File: config.mk
export PLATFORM = sky130hd
export DESIGN_NAME = vm_vend_ctrl
export DESIGN_NICKNAME = d
export VERILOG_FILES = /design/src/rtl/vm_vend_ctrl_pkg.sv /design/src/rtl/vm_item_table.sv /design/src/rtl/vm_vend_ctrl.sv
export SDC_FILE = /design/constraint.sdc
export NUM_CORES = 1
export LEC_CHECK = 0
export CORE_MARGIN = 2
export CORE_UTILIZATION = 60
export DETAILED_ROUTE_END_ITERATION = 10
export GPL_ROUTABILITY_DRIVEN = 0
export GPL_TIMING_DRIVEN = 0
export MAX_ROUTING_LAYER = met4
export PLACE_DENSITY = 0.81
export SLEW_MARGIN = 20
export SYNTH_ARGS = -nofsm -noshare
export SYNTH_HDL_FRONTEND = slang
export SYNTH_SLANG_ARGS = --single-unit
File: constraint.sdc
create_clock -name clk -period 4.7 [get_ports clk]
set_clock_uncertainty 0.15 [all_clocks]
set_input_delay 0.47 -clock clk [delete_from_list [all_inputs] [get_ports clk]]
set_output_delay 0.47 -clock clk [all_outputs]
set_load 0.02 [all_outputs]
File: src/rtl/vm_vend_ctrl_pkg.sv
// Shared types for the vending controller: coin and status codes, the one-hot
// controller state with its bit-index enum, and coin value decoding.
package vm_vend_ctrl_pkg;

    localparam int unsigned COIN_UNITS_W = 3;

    typedef enum logic [1:0] {
        NO_COINS = 2'd0,
        NICKEL   = 2'd1,
        DIME     = 2'd2,
        QUARTER  = 2'd3
    } coins_t;

    typedef enum logic [1:0] {
        NO_STATUS    = 2'd0,
        AVAILABE     = 2'd1,
        OUT_OF_STOCK = 2'd2,
        ERROR        = 2'd3
    } status_t;

    typedef enum logic [2:0] {
        IDLE_I     = 3'd0,
        COLLECT_I  = 3'd1,
        CHECK_I    = 3'd2,
        DISPENSE_I = 3'd3,
        CHANGE_I   = 3'd4
    } vm_ctrl_state_idx_t;

    typedef enum logic [4:0] {
        IDLE     = 5'b00001,
        COLLECT  = 5'b00010,
        CHECK    = 5'b00100,
        DISPENSE = 5'b01000,
        CHANGE   = 5'b10000
    } vm_ctrl_state_t;

    // Coin value in nickel units.
    function automatic logic [COIN_UNITS_W-1:0] coin_units(coins_t c);
        case (c)
            NICKEL:  return 3'd1;
            DIME:    return 3'd2;
            QUARTER: return 3'd5;
            default: return 3'd0;
        endcase
    endfunction

endpackage

File: src/rtl/vm_item_table.sv
// Per-slot price and stock storage: one config write port, one combinational
// read port and one stock decrement port.
module vm_item_table
    import vm_vend_ctrl_pkg::*;
#(
    parameter int unsigned NUM_ITEMS = 8,
    parameter int unsigned COUNT_W   = 4,
    parameter int unsigned CREDIT_W  = 8,
    localparam int unsigned IW       = $clog2(NUM_ITEMS)
) (
    input  logic                clk,
    input  logic                reset,
    input  logic                cfg_we,
    input  logic [IW-1:0]       cfg_item,
    input  logic [CREDIT_W-1:0] cfg_cost,
    input  logic [COUNT_W-1:0]  cfg_count,
    input  logic [IW-1:0]       rd_item,
    output logic [CREDIT_W-1:0] rd_cost_c,
    output logic [COUNT_W-1:0]  rd_count_c,
    input  logic                dec_en,
    input  logic [IW-1:0]       dec_item
);

    logic [CREDIT_W-1:0] cost_q  [NUM_ITEMS];
    logic [COUNT_W-1:0]  count_q [NUM_ITEMS];

    always_ff @(posedge clk) begin
        if (reset) begin
            for (int unsigned i = 0; i < NUM_ITEMS; i++) begin
                cost_q[IW'(i)]  <= '0;
                count_q[IW'(i)] <= '0;
            end
        end else begin
            if (cfg_we && (32'(cfg_item) < NUM_ITEMS)) begin
                cost_q[cfg_item]  <= cfg_cost;
                count_q[cfg_item] <= cfg_count;
            end
            if (dec_en && (32'(dec_item) < NUM_ITEMS)) begin
                count_q[dec_item] <= count_q[dec_item] - COUNT_W'(1);
            end
        end
    end

    // Out-of-range slots read as empty and free.
    always_comb begin
        rd_cost_c  = '0;
        rd_count_c = '0;
        if (32'(rd_item) < NUM_ITEMS) begin
            rd_cost_c  = cost_q[rd_item];
            rd_count_c = count_q[rd_item];
        end
    end

endmodule

File: src/rtl/vm_vend_ctrl.sv
// Vending machine controller: coin collection, product selection against the
// item table, single-cycle dispense pulse and greedy coin change.
module vm_vend_ctrl
    import vm_vend_ctrl_pkg::*;
#(
    parameter int unsigned NUM_ITEMS = 8,
    parameter int unsigned COUNT_W   = 4,
    parameter int unsigned CREDIT_W  = 8,
    localparam int unsigned IW       = $clog2(NUM_ITEMS)
) (
    input  logic                clk,
    input  logic                reset,
    input  logic                coin_valid,
    input  logic [1:0]          coin,
    input  logic                select_valid,
    input  logic [IW-1:0]       select,
    input  logic                cancel,
    input  logic                cfg_we,
    input  logic [IW-1:0]       cfg_item,
    input  logic [CREDIT_W-1:0] cfg_cost,
    input  logic [COUNT_W-1:0]  cfg_count,
    output logic                coin_reject,
    output logic                dispense_valid,
    output logic [IW-1:0]       dispense_item,
    output logic                change_valid,
    output logic [1:0]          change_coin,
    output logic [CREDIT_W-1:0] credit,
    output logic [1:0]          status,
    output logic                busy
);

    localparam int unsigned SUM_W = CREDIT_W + 3;

    vm_ctrl_state_t      state, state_d;
    status_t             status_d;
    coins_t              change_coin_d, chg_coin_c;
    logic [CREDIT_W-1:0] credit_d, credit_acc_c, cost_c;
    logic [COUNT_W-1:0]  count_c;
    logic [IW-1:0]       sel_q, sel_d, dispense_item_d;
    logic                coin_reject_d, dispense_valid_d, change_valid_d, busy_d;
    logic                tbl_we_c, dec_en_c, coin_ok_c;
    logic [SUM_W-1:0]    credit_ext_c, coin_sum_c;

    vm_item_table #(
        .NUM_ITEMS (NUM_ITEMS),
        .COUNT_W   (COUNT_W),
        .CREDIT_W  (CREDIT_W)
    ) u_item_table (
        .clk        (clk),
        .reset      (reset),
        .cfg_we     (tbl_we_c),
        .cfg_item   (cfg_item),
        .cfg_cost   (cfg_cost),
        .cfg_count  (cfg_count),
        .rd_item    (sel_q),
        .rd_cost_c  (cost_c),
        .rd_count_c (count_c),
        .dec_en     (dec_en_c),
        .dec_item   (sel_q)
    );

    // Coin acceptance against saturation, and greedy change coin choice.
    always_comb begin
        credit_ext_c = SUM_W'(credit);
        coin_sum_c   = credit_ext_c + SUM_W'(coin_units(coins_t'(coin)));
        coin_ok_c    = coin_valid && (coins_t'(coin) != NO_COINS) &&
                       (coin_sum_c[SUM_W-1:CREDIT_W] == '0);
        credit_acc_c = coin_ok_c ? coin_sum_c[CREDIT_W-1:0] : credit;
        chg_coin_c   = (credit_ext_c >= SUM_W'(5)) ? QUARTER :
                       (credit_ext_c >= SUM_W'(2)) ? DIME : NICKEL;
    end

    always_comb begin
        state_d          = state;
        credit_d         = credit;
        status_d         = status_t'(status);
        sel_d            = sel_q;
        coin_reject_d    = 1'b0;
        dispense_valid_d = 1'b0;
        dispense_item_d  = dispense_item;
        change_valid_d   = 1'b0;
        change_coin_d    = coins_t'(change_coin);
        tbl_we_c         = 1'b0;
        dec_en_c         = 1'b0;
        case (state)
            IDLE: begin
                tbl_we_c = cfg_we;
                credit_d = credit_acc_c;
                if (coin_valid) begin
                    if (coin_ok_c) begin
                        state_d = COLLECT;
                    end else begin
                        coin_reject_d = 1'b1;
                        status_d      = ERROR;
                    end
                end
            end
            COLLECT: begin
                credit_d = credit_acc_c;
                if (coin_valid && !coin_ok_c) begin
                    coin_reject_d = 1'b1;
                    status_d      = ERROR;
                end
                // Select sees the credit including this cycle's coin.
                if (cancel) begin
                    state_d = (credit_acc_c != '0) ? CHANGE : IDLE;
                end else if (select_valid) begin
                    if (32'(select) >= NUM_ITEMS) begin
                        status_d = ERROR;
                    end else begin
                        sel_d   = select;
                        state_d = CHECK;
                    end
                end
            end
            CHECK: begin
                coin_reject_d = coin_valid;
                if (count_c == '0) begin
                    status_d = OUT_OF_STOCK;
                    state_d  = COLLECT;
                end else if (credit < cost_c) begin
                    status_d = ERROR;
                    state_d  = COLLECT;
                end else begin
                    credit_d         = credit - cost_c;
                    dec_en_c         = 1'b1;
                    status_d         = AVAILABE;
                    dispense_valid_d = 1'b1;
                    dispense_item_d  = sel_q;
                    state_d          = DISPENSE;
                end
            end
            DISPENSE: begin
                coin_reject_d = coin_valid;
                state_d       = (credit != '0) ? CHANGE : IDLE;
            end
            CHANGE: begin
                coin_reject_d = coin_valid;
                if (credit == '0) begin
                    state_d = IDLE;
                end else begin
                    change_valid_d = 1'b1;
                    change_coin_d  = chg_coin_c;
                    credit_d       = credit - CREDIT_W'(coin_units(chg_coin_c));
                    if (credit_d == '0) begin
                        state_d = IDLE;
                    end
                end
            end
            default: begin
                state_d  = IDLE;
                credit_d = '0;
            end
        endcase
    end

    assign busy_d = state_d[CHECK_I] | state_d[DISPENSE_I] | state_d[CHANGE_I];

    always_ff @(posedge clk) begin
        if (reset) begin
            state          <= IDLE;
            credit         <= '0;
            status         <= NO_STATUS;
            sel_q          <= '0;
            coin_reject    <= 1'b0;
            dispense_valid <= 1'b0;
            dispense_item  <= '0;
            change_valid   <= 1'b0;
            change_coin    <= NO_COINS;
            busy           <= 1'b0;
        end else begin
            state          <= state_d;
            credit         <= credit_d;
            status         <= status_d;
            sel_q          <= sel_d;
            coin_reject    <= coin_reject_d;
            dispense_valid <= dispense_valid_d;
            dispense_item  <= dispense_item_d;
            change_valid   <= change_valid_d;
            change_coin    <= change_coin_d;
            busy           <= busy_d;
        end
    end

endmodule

==> flow_metrics.env <==
export IMPL_grt_remaining_overflow=0
export IMPL_yosysMostFrequentCell="edfxtp_1"
export IMPL_dp_cells=795
export IMPL_wirelength_um=17400
export IMPL_crit_path_top_delay_cell="o41ai_2"
export IMPL_grt_max_degree=17
export IMPL_die_area_um2=12500
export IMPL_tightest_slew_ps=899
export IMPL_ir_worst_vdd_uv=399
export IMPL_setup_viol=0
export IMPL_path_class="reg -> reg"
export IMPL_cts_htree_levels=4
export IMPL_fin_nets=714
export IMPL_antenna_found_initial=0
export IMPL_synth_flop_cell="edfxtp_1"
export IMPL_hold_violations=0
export IMPL_slew_limit_headroom_pct=39.7
export IMPL_drtAntennaViolNets=0
export IMPL_utilization_pct=72.4
export IMPL_netlist_area_leader_share_pct=41.5
export IMPL_seq_area_frac_synth_pct=50.1
export IMPL_vias=5342
export IMPL_synth_avg_cell_area_um2=11.4
export IMPL_syn_nets=652
export IMPL_num_io_pins=45
export IMPL_crit_path_end_kind="flop"
export IMPL_syn2layout_area_growth_pct=18.5
export IMPL_viasPerCell=6.47
export IMPL_io_buffers=44
export IMPL_synth_top_area_cell="edfxtp_1"
export IMPL_drv_slew=0
export IMPL_synth_seq_cells=126
export IMPL_die_x_um=112
export IMPL_synth_area_leaders="edfxtp_1, dfxtp_1, mux4_2, and2_1, nor2_1"
export IMPL_grt_use_met1_pct=35.5
export IMPL_synth_area_um2=6950
export IMPL_drt_pre_antenna_iters=7
export IMPL_hpwlAfterDp_um=12100
export IMPL_final_period_utilization_pct=92.0
export IMPL_clkLatencyLatePin_ps=430
export IMPL_top_usage_layer="met2"
export IMPL_use_met2_pct=47.9
export IMPL_startpoint_type="flop"
export IMPL_synth_distinct_cells=72
export IMPL_groute_layer_met3_usage_pct=6.48
export IMPL_synth_cells=608
export IMPL_cts_tree="yes"
export IMPL_worst_path_buf_inv=3
export IMPL_worst_hold_path_type="reg -> reg"
export IMPL_synth_commonest_cells="edfxtp_1, and2_1, nor2_1"
export IMPL_powerDensity_nw_per_um2=373
export IMPL_arrival_ps=4290
export IMPL_status="complete, no violations"
export IMPL_cp_top_family="compound AO/OA/AOI/OAI gates"
export IMPL_finalCriticalPeriod_ps=4320
export IMPL_path_cells="buf_6 -> buf_2 -> buf_2 -> mux4_2 -> mux2i_1 -> fa_1 -> a211oi_1 -> o21ai_1 -> o211ai_1 -> o41ai_2 -> o21ai_1 -> nand2_1"
export IMPL_coreArea_um2=11400
export IMPL_first_iter_violations=496
export IMPL_leakage_uw=0.00301
export IMPL_initial_utilization_pct=61.1
export IMPL_cp_max_fo=10
export IMPL_clk_pin_slew_ps=60
export IMPL_cts_root_buf="clkbuf_16"
export IMPL_rsz0062_at_grt="false"
export IMPL_tns_ps=0
export IMPL_numCtsBuffers=17
export IMPL_clockBufferDepth=2
export IMPL_wire_per_inst_um=21.1
export IMPL_clock_sinks=126
export IMPL_yosysWarningCount=0
export IMPL_route_detailed_drc=0
export IMPL_rows=39
export IMPL_layout_drive_gt1_share_pct=12.9
export IMPL_crit_required_ps=4660
export IMPL_grt_first_pass_wirelength_um=27500
export IMPL_cts_setup_buffers=0
export IMPL_critPathMaxStageDelay_ps=480
export IMPL_fillers=784
export IMPL_ys_async_sr_fraction_pct=0
export IMPL_n_antenna_cell=0
export IMPL_synth_edf_count=96
export IMPL_grt_pass1_vias=5250
export IMPL_fin_cells=826
export IMPL_maxCapViolCount=0
export IMPL_die_h_um=112
export IMPL_grt_usage_pct=29.5
export IMPL_max_freq_ghz=0.231
==> routing by layer <==
layer  part of all wire (%)  vias up  routed length (um)
met5                      0        -                   0
met4                    3.6        0                 626
met3                    7.1       60                1230
met2                     49      286                8580
met1                     40     2571                6950
li1                       -     2425                   -
==> per-stage QoR <==
step / hold WS [ps] / cell area, um^2 / setup WS (ps) / total power (uW)
after floorplan: 384 / 6950 / 831 / 1510
after global placement: 315 / 7570 / 95.0 / 1610
after detailed placement: 332 / 7570 / 25.5 / 1630
after CTS: 340 / 8220 / 44.0 / 3070
after global routing: 369 / 8230 / 151 / 3150
final: 346 / 8230 / 378 / 3070
==> layout by cell type, fill, tap and decap left out, types with 19 or more instances in the layout <==
cell	instances
and2_1	67
edfxtp_1	96
a21oi_1	24
nor2_1	62
mux2i_1	19
nand2_1	27
inv_1	19
clkdlybuf4s50_1	44
o21ai_0	22
dfxtp_1	30
mux4_2	22
==> repair_timing <==
action                                  in CTS  in global routing
resized for setup                            3                  6
endpoints found under the setup margin      45                 61
hold buffers                                 0                  0
endpoints found under the hold margin        0                  0
==> path summary, 6_finish.rpt <==
kind	from	to	slack (ps)	cells past startpoint
worst min register to register	change_coin[1]	change_coin[1]	350	2
worst max-delay path	flop	u_item_table.count_q[2][1]	380	12
worst max register to register	flop	u_item_table.count_q[2][1]	380	12
worst min-delay path	change_coin[1]	change_coin[1]	350	2
==> worst min-delay path: cells and delay by family (launching register included) <==
kind	cells	cell delay (ps)
DFF	1	310
AOI/OAI and AO/OA	2	130
==> area by class of cell <==
class / count / area [um^2] / share of cell area (%)
flip-flops and latches: 126 / 3480 / 42.3
multi-input cells: 437 / 3290 / 39.9
repair buffers: 44 / 440 / 5.35
clock buffers: 18 / 429 / 5.21
clock inverters: 14 / 215 / 2.61
well taps: 143 / 179 / 2.17
plain buffers: 24 / 124 / 1.50
inverters: 20 / 75.1 / 0.912
==> kinds of logic after synthesis <==
kind of cell	share of synthesized area, %
buffers and inverters	2.88
muxes	11.0
xor gates and xnor gates	1.89
and+or+nand+nor	17.6
DFF	50.1
adders and majority gates	3.57
AOI/OAI and AO/OA	12.9
==> power breakdown <==
part / switching [uW] / internal (uW) / total (uW)
Combinational: 205 / 144 / 349
Sequential: 26.9 / 1240 / 1270
Clock: 510 / 941 / 1450
==> flip-flops by register name, summed over array words and instances, names as in the netlist, named ones only <==
signal and flops:
u_item_table.cost_q 64, u_item_table.count_q 32, credit 8, state 5, dispense_item 3, sel_q 3
change_coin 2, status 2, busy 1, change_valid 1, coin_reject 1, dispense_valid 1
Power figures use the tool's default switching activity.
